$ cat src/rtl/evm_ballot_unit.sv
// evm_ballot_unit
//   Voter-facing front end of the voting machine. It conditions the presiding
//   officer's arm button and the four candidate buttons, allows exactly one
//   vote per armed ballot, and hands each accepted vote to the tally block.
//
//   Optional feature macro: EVM_BALLOT_TIMEOUT_EN
//     When defined, an armed ballot that sees no accepted press within
//     TIMEOUT_CYCLES cycles is cancelled with a one-cycle timeout pulse.
//     When undefined, ARMED waits indefinitely and timeout is constant 0.
//
//   Ports:
//     clk         in   1  system clock, rising edge
//     reset       in   1  synchronous, active-high reset
//     arm         in   1  raw arm button (asynchronous)
//     btn         in   4  raw candidate buttons (asynchronous), bit n = candidate n
//     vote_valid  out  1  accepted vote presented to the tally
//     vote_cand   out  2  candidate index, meaningful while vote_valid=1
//     vote_ready  in   1  tally accepts the vote this cycle
//     ready_led   out  1  high while the ballot is armed
//     ballot_cnt  out 16  votes transferred, saturating at 16'hFFFF
//     multi_err   out  1  one-cycle pulse: two or more buttons pressed together
//     timeout     out  1  one-cycle pulse: armed ballot expired
//     dbg_state   out  2  current FSM state (IDLE=0, ARMED=1, SEND=2, RELEASE=3)
//
//   Handshake: vote_valid/vote_cand are held stable from the cycle vote_valid
//   rises until a rising clock edge samples vote_ready=1; that edge completes
//   the transfer, and vote_valid drops while ballot_cnt shows the new total on
//   the following cycle. vote_valid never depends combinationally on vote_ready.

module evm_ballot_unit #(
  parameter int DEBOUNCE_CYCLES = 4,
  parameter int TIMEOUT_CYCLES  = 1000
) (
  input  logic        clk,
  input  logic        reset,
  input  logic        arm,
  input  logic [3:0]  btn,
  output logic        vote_valid,
  output logic [1:0]  vote_cand,
  input  logic        vote_ready,
  output logic        ready_led,
  output logic [15:0] ballot_cnt,
  output logic        multi_err,
  output logic        timeout,
  output logic [1:0]  dbg_state
);

  localparam logic [1:0] S_IDLE    = 2'd0;
  localparam logic [1:0] S_ARMED   = 2'd1;
  localparam logic [1:0] S_SEND    = 2'd2;
  localparam logic [1:0] S_RELEASE = 2'd3;

  // Debounce counter only needs to reach DEBOUNCE_CYCLES-1.
  localparam int              DB_W    = (DEBOUNCE_CYCLES > 1) ? $clog2(DEBOUNCE_CYCLES) : 1;
  localparam logic [DB_W-1:0] DB_LAST = DB_W'(DEBOUNCE_CYCLES - 1);

  if (DEBOUNCE_CYCLES < 1 || TIMEOUT_CYCLES < 1) begin : g_param_check
    $error("evm_ballot_unit: DEBOUNCE_CYCLES and TIMEOUT_CYCLES must be >= 1");
  end

  // ---------------------------------------------------------------------------
  // Input conditioning: bit 4 is arm, bits 3:0 are the candidate buttons.
  // ---------------------------------------------------------------------------
  logic [4:0]      w_raw;
  logic [4:0]      r_sync1;
  logic [4:0]      r_sync2;
  logic [4:0]      r_deb;
  logic [DB_W-1:0] r_db_cnt [5];

  assign w_raw = {arm, btn};

  always_ff @(posedge clk) begin
    if (reset) begin
      r_sync1 <= '0;
      r_sync2 <= '0;
      r_deb   <= '0;
      for (int i = 0; i < 5; i++) r_db_cnt[i] <= '0;
    end else begin
      r_sync1 <= w_raw;
      r_sync2 <= r_sync1;
      for (int i = 0; i < 5; i++) begin
        if (r_sync2[i] == r_deb[i]) begin
          r_db_cnt[i] <= '0;
        end else if (r_db_cnt[i] == DB_LAST) begin
          // This is the DEBOUNCE_CYCLES-th consecutive differing cycle.
          r_deb[i]    <= r_sync2[i];
          r_db_cnt[i] <= '0;
        end else begin
          r_db_cnt[i] <= r_db_cnt[i] + DB_W'(1);
        end
      end
    end
  end

  logic       r_arm_prev;
  logic       w_arm_pulse;
  logic [3:0] w_btn;
  logic       w_multi;
  logic       w_onehot;
  logic [1:0] w_enc;

  always_ff @(posedge clk) begin
    if (reset) r_arm_prev <= 1'b0;
    else       r_arm_prev <= r_deb[4];
  end

  assign w_arm_pulse = r_deb[4] & ~r_arm_prev;
  assign w_btn       = r_deb[3:0];
  // Clearing the lowest set bit leaves something only if two or more were set.
  assign w_multi     = (w_btn & (w_btn - 4'd1)) != 4'd0;
  assign w_onehot    = (w_btn != 4'd0) && !w_multi;

  always_comb begin
    w_enc = 2'd0;
    case (w_btn)
      4'b0010: w_enc = 2'd1;
      4'b0100: w_enc = 2'd2;
      4'b1000: w_enc = 2'd3;
      default: w_enc = 2'd0;
    endcase
  end

  // ---------------------------------------------------------------------------
  // Ballot FSM
  // ---------------------------------------------------------------------------
  logic [1:0]  r_state;
  logic [1:0]  r_cand;
  logic [15:0] r_cnt;
  logic        r_clean;
  logic        r_multi_err;
  logic        r_timeout;
  logic        w_expire;

`ifdef EVM_BALLOT_TIMEOUT_EN
  localparam int              TO_W    = $clog2(TIMEOUT_CYCLES + 1);
  localparam logic [TO_W-1:0] TO_LAST = TO_W'(TIMEOUT_CYCLES - 1);

  logic [TO_W-1:0] r_to_cnt;

  // r_to_cnt holds the number of ARMED cycles already elapsed, so the
  // TIMEOUT_CYCLES-th ARMED cycle is the one that sees TO_LAST.
  always_ff @(posedge clk) begin
    if (reset)                                r_to_cnt <= '0;
    else if (r_state == S_IDLE && w_arm_pulse) r_to_cnt <= '0;
    else if (r_state == S_ARMED)              r_to_cnt <= r_to_cnt + TO_W'(1);
  end

  assign w_expire = (r_to_cnt == TO_LAST);
`else
  assign w_expire = 1'b0;
`endif

  always_ff @(posedge clk) begin
    if (reset) begin
      r_state     <= S_IDLE;
      r_cand      <= 2'd0;
      r_cnt       <= 16'd0;
      r_clean     <= 1'b0;
      r_multi_err <= 1'b0;
      r_timeout   <= 1'b0;
    end else begin
      r_multi_err <= 1'b0;
      r_timeout   <= 1'b0;
      case (r_state)
        S_IDLE: begin
          if (w_arm_pulse) begin
            r_state <= S_ARMED;
            // A button already held at arming must be released before it counts.
            r_clean <= (w_btn == 4'd0);
          end
        end
        S_ARMED: begin
          // A valid press on the expiry cycle takes precedence over the timeout.
          if (r_clean && w_onehot) begin
            r_state <= S_SEND;
            r_cand  <= w_enc;
          end else if (w_expire) begin
            r_state   <= S_IDLE;
            r_timeout <= 1'b1;
          end else if (!r_clean) begin
            if (w_btn == 4'd0) r_clean <= 1'b1;
          end else if (w_multi) begin
            r_multi_err <= 1'b1;
            r_clean     <= 1'b0;
          end
        end
        S_SEND: begin
          if (vote_ready) begin
            if (r_cnt != 16'hFFFF) r_cnt <= r_cnt + 16'd1;
            r_state <= S_RELEASE;
          end
        end
        S_RELEASE: begin
          if (w_btn == 4'd0) r_state <= S_IDLE;
        end
        default: r_state <= S_IDLE;
      endcase
    end
  end

  assign vote_valid = (r_state == S_SEND);
  assign vote_cand  = vote_valid ? r_cand : 2'd0;
  assign ready_led  = (r_state == S_ARMED);
  assign ballot_cnt = r_cnt;
  assign multi_err  = r_multi_err;
  assign timeout    = r_timeout;
  assign dbg_state  = r_state;

endmodule

$ cat config.mk
export PLATFORM = sky130hd
export DESIGN_NAME = evm_ballot_unit
export DESIGN_NICKNAME = d
export VERILOG_FILES = /design/src/rtl/evm_ballot_unit.sv
export SDC_FILE = /design/constraint.sdc
export NUM_CORES = 1
export LEC_CHECK = 0
export ABC_AREA = 1
export CAP_MARGIN = 20
export CORE_UTILIZATION = 45
export DETAILED_ROUTE_END_ITERATION = 7
export PLACE_DENSITY = 0.67
export SLEW_MARGIN = 10
export SYNTH_ARGS = -nofsm -noshare
export SYNTH_HDL_FRONTEND = slang
export SYNTH_SLANG_ARGS = --single-unit
export TNS_END_PERCENT = 1
$ cat constraint.sdc
create_clock -name clk -period 1.99 [get_ports clk]
set_input_delay 0.2985 -clock clk [delete_from_list [all_inputs] [get_ports clk]]
set_output_delay 0.2985 -clock clk [all_outputs]
set_load 0.05 [all_outputs]
Word level (Yosys, flattened, before mapping)
Memories as Yosys holds them, arrays and structs flattened. Index checks and enable logic that the tools add are counted.

Reductions and logical operators: 18. Add/sub/neg operators: 7. Multiplexer cells: 86. Bitwise operators: 25. Equality and inequality tests: 22.

Operators with widths (count): $mux 1 (63); $mux 2 (20); $add 16x1->16 const B (1); $ne 16x16->1 const B (1); $or 1x1->1 (15); $eq 2x2->1 const B (7); $reduce_and 2->1 (6); $add 2x1->2 const B (5); $not 1->1 (8); $pmux 2 s4 (1); $reduce_bool 4->1 (2); $ne 2x2->1 const B (3); $pmux 2 s3 (1); $reduce_and 3->1 (2); $eq 1x1->1 (5); $and 4x4->4 (1); $eq 4x2->1 const B (1); $eq 4x3->1 const B (1); $eq 4x4->1 const B (1); $logic_not 4->1 (1); $ne 2x1->1 const B (2); $reduce_and 4->1 (1); $reduce_or 4->1 (1); $sub 4x1->4 const B (1); other kinds (7) (8).

Output and inout port bits: 24. Memory bits (writable): 10. Word-level logic and storage cells: 172. Input port bits: 8. Register bits after elaboration: 38. Memories: 1.

Memories: r_db_cnt (words 5, width 2, read ports 5, clocked after Yosys merged registers in 0, wr ports 5, line 68) `logic [DB_W-1:0] r_db_cnt [5];`.

Logic depth before layout (Yosys ltp)
Depth in word-level cells: 8. Mapped depth: 10.

Worst setup path before layout
OpenSTA, ideal clock, no wires.

Kind: reg-to-reg. Start point: register r_state[1], in the netlist dbg_state[1]. End point: register r_cnt[3], in the netlist ballot_cnt[3]. Data arrival time: 2.045 ns. Cell stages (with the launch flop): 8. Library setup time: 0.136 ns. Clock period less this slack: 2.181 ns. Data required time: 1.854 ns. Path slack: -0.191 ns. Cells stage by stage: dfxtp_1 > ha_1 > nand2_1 > nor2_4 > inv_4 > buf_12 > nand2_1 > a21oi_2.

Longest elaborated chain between the ends: 2.

Ends and longest elaborated chain: from (decl) (line 126) `logic [1:0] r_state;`; from (signal assigned) (line 155) `r_state <= S_IDLE;`; from (signal assigned) (line 167) `r_state <= S_ARMED;`; from (signal assigned) (line 175) `r_state <= S_SEND;`; $eq 2x2->1; net vote_valid (line 38) `output logic vote_valid,`; $reduce_and 3->1 (no source line); to (signal assigned) (line 189) `if (r_cnt != 16'hFFFF) r_cnt <= r_cnt + 16'd1;`; to (decl) (line 128) `logic [15:0] r_cnt;`.

The timed path passes the listed nets, and every way through them passes these cells. A chain may end at the register's enable or synchronous reset.

Worst setup path in the final report
Start point: register r_cnt[4], in the netlist ballot_cnt[4]. End point: output ballot_cnt[4].

RTL lines: to (decl) (line 42) `output logic [15:0] ballot_cnt,`.

No word-level cell between the ends.

==> impl_results.md <==
* CP bufs+invs at 1
* Rows at 26
* First-pass GRT wire length at between 7 and 8 mm
* Critical Path RT at 1.69 ns
* #FFs+latches synth at 48
* Reg power frac at 46.5%
* CTS Buf Count at 5
* Final setup viols at 0
* Final period util at 95.86%
* Root Buffer: clkbuf_8
* Fin worst setup slack at 0.08241 ns
* Bufs on Longest Clock Path at 2
* Sw Ratio at 31.58%
* Final ANT Viol Nets at 0
* Slew of the pin with the lowest slew margin at 0.5009 ns
* Initial antenna violation count at 0
* Relative slew slack at 66.50%
* # Post-CTS Setup Buffers at 0
* Drt wl/cell at 10.45 microns
* Total grt overflow at 0
* Starting Density at 46.84%
* Placement Setup Slack at 0.2518 ns
* CP top delay family: buffers and inverters
* Maxcap violations at 0
* Post-CTS Hold Buffers at 0
* FF/Latch Area at 0.001061 sq mm
* Post-synth EDFFs at 10
* Area of the multi-input gates at 0.001159 sq mm
* Endpoint type of the worst setup path: output port
* CP cell instances: clkdlybuf4s50_1
* Worst-Skew Late Latency at 0.31 ns
* CTS tree: yes
* Post-DP HPWL at roughly 3.3 mm
* Initial DRC count at 70
* Width of the die at 74.91 microns
* CP max stage cell: clkdlybuf4s50_1
* Die height at 74.91 microns
* All-Layer GR Usage at 17.62%
* I/O pins at 32
* Die area at between 0.005 and 0.006 sq mm
* Largest net degree at the start of global routing at 26
* Number of distinct library cells after synthesis at 30
* Share of cells above drive strength 1 at 10.31%
* CP Class: reg -> out
* Vias in the first global route at roughly 1700
* Maximum vdd drop at 0.0005781 V
* Mapped Cells at 316
* Synth Cell Area at roughly 0.0024 sq mm
* Core ar. at 0.005107 sq mm
* Pwr Total at 2.351 mW
* Most common cell after layout, fill and taps aside: nand2_1
* Minimum clock period after layout at 1.908 ns
* Leak at 1.169 nW
* Worst min path class: reg -> reg
* Yosys warns at 0
* Crit path DAT at 1.61 ns
* Area Growth Syn to Fin at 22.07%
* Num Clock Sinks at 48
* Vias per Instance at 4.641
* Final hold vios at 0
* N_diodes at 0
* Status: finished, final reports clean
* Ys async rst share at 0%
* Final RePlAce weighted congestion at 0.7756
* Layout fillers at just under 500
* Power per Cell Area at 805.0 mW/mm^2
* Max frequency at 524.2 MHz
* Skew final at 0.008889 ns
* Worst stage delay on the critical path at about 0.85 ns
* Setup TNS Final at 0 ns
* CTS resizes at 0
* Sequential share of the synthesized area at about 44%
* DRC errors left at 0
* NetSw at between 0.7 and 0.8 mW
* IO buf count at 30
* RSZ-0062 raised after global routing: no
* Comb power frac at between 20% and 30%
* Hold slack at 0.4047 ns
* Main synth FF type: dfxtp_1
* Detailed-route wire length at 4.485 mm
* Clock share of power at 31.0%
* Vias at 1991
* Commonest non-fill, non-tap cells in the layout: nand2_1, nor2_1, inv_1, dfxtp_1, clkdlybuf4s50_1
* First-pass DRT Iterations at 4
* Clk pin slew, worst setup/hold paths at approximately 0.090 ns
* Deepest level of the CTS H-tree at 2
* Final net count at between 300 and 400
* Internal Dissipation at 1.609 mW
* Mapped Avg Cell Area at 7.571 sq um
* Crit path max fanout at 6
* Critical Path Start Type: flop
* Max-slew violations at 0
* Fin util at 57.18%
## final cells by class
type	count	area share, %
flip-flops and latches	48	36.33
well taps	70	2.999
clock inverters	3	1.585
repair buffers	33	11.57
inverters	42	5.484
multi-input cells	228	39.67
clock buffers	5	2.356
## cells by family after synthesis
kind of cell	synth area share [%]
compound gates	11.77
xor+xnor	2.197
fa+ha+maj	5.753
buf+inv	8.838
flops	44.35
other cells	0.3139
simple gates	26.78
## power by group through the flow
stage               sequential (mW)  combinational [mW]  clock, mW
floorplan                      1.17               0.348          0
global placement               1.12               0.521          0
detailed placement             1.12               0.524          0
CTS                            1.09               0.532      0.750
global route                   1.11               0.590      0.791
finish                         1.09               0.527      0.729
## sequential cells by signal, summed over array words and instances (netlist names)
name	cells
r_cand	2
r_arm_prev	1
r_clean	1
ballot_cnt	16
r_sync2	5
r_deb	5
dbg_state	2
multi_err	1
r_sync1	5
r_db_cnt	10
## Yosys cell counts, types with 2 or more instances
library cell | count | area share [%]
nand2_1 | 73 | 11
nor2_1 | 56 | 8.8
inv_1 | 40 | 6.3
dfxtp_1 | 38 | 32
a21oi_1 | 17 | 3.6
o21ai_0 | 13 | 2.7
ha_1 | 11 | 5.8
edfxtp_1 | 10 | 13
a21oi_2 | 9 | 3.3
nand3_1 | 7 | 1.5
nand2_2 | 6 | 1.6
o211ai_1 | 5 | 1.6
nand4_1 | 4 | 1.0
xnor2_1 | 3 | 1.1
xor2_1 | 3 | 1.1
a21boi_0 | 2 | 0.63
buf_1 | 2 | 0.31
buf_4 | 2 | 0.63
conb_1 | 2 | 0.31
nor2_4 | 2 | 0.94
nor3_1 | 2 | 0.42
## per-layer routing
metal | track usage (%) | wire, microns | up-vias
met5 | 0 | 0 | -
met4 | 6.289 | 59 | 0
met3 | 4.150 | 162 | 5
met2 | 29.53 | 2095 | 34
met1 | 22.19 | 2168 | 885
li1 | - | - | 1067
## worst paths after layout
check / from / endpoint / slack (ns) / depth (start not counted)
setup reg to reg: ballot_cnt[0] / ballot_cnt[3] / 0.28 / 9
setup / recovery: ballot_cnt[4] / ballot_cnt[4] / 0.08 / 1
hold reg to reg: r_sync1[4] / r_sync2[4] / 0.40 / 2
hold / removal: r_sync1[4] / r_sync2[4] / 0.40 / 2
## per-stage QoR
stage / area [sq um] / std cells
floorplan: 2431 / 325
global placement: 2805 / 421
detailed placement: 2805 / 421
CTS: 2920 / 429
global route: 2920 / 429
finish: 2920 / 429
No activity file was read; power rests on OpenSTA's default activity.
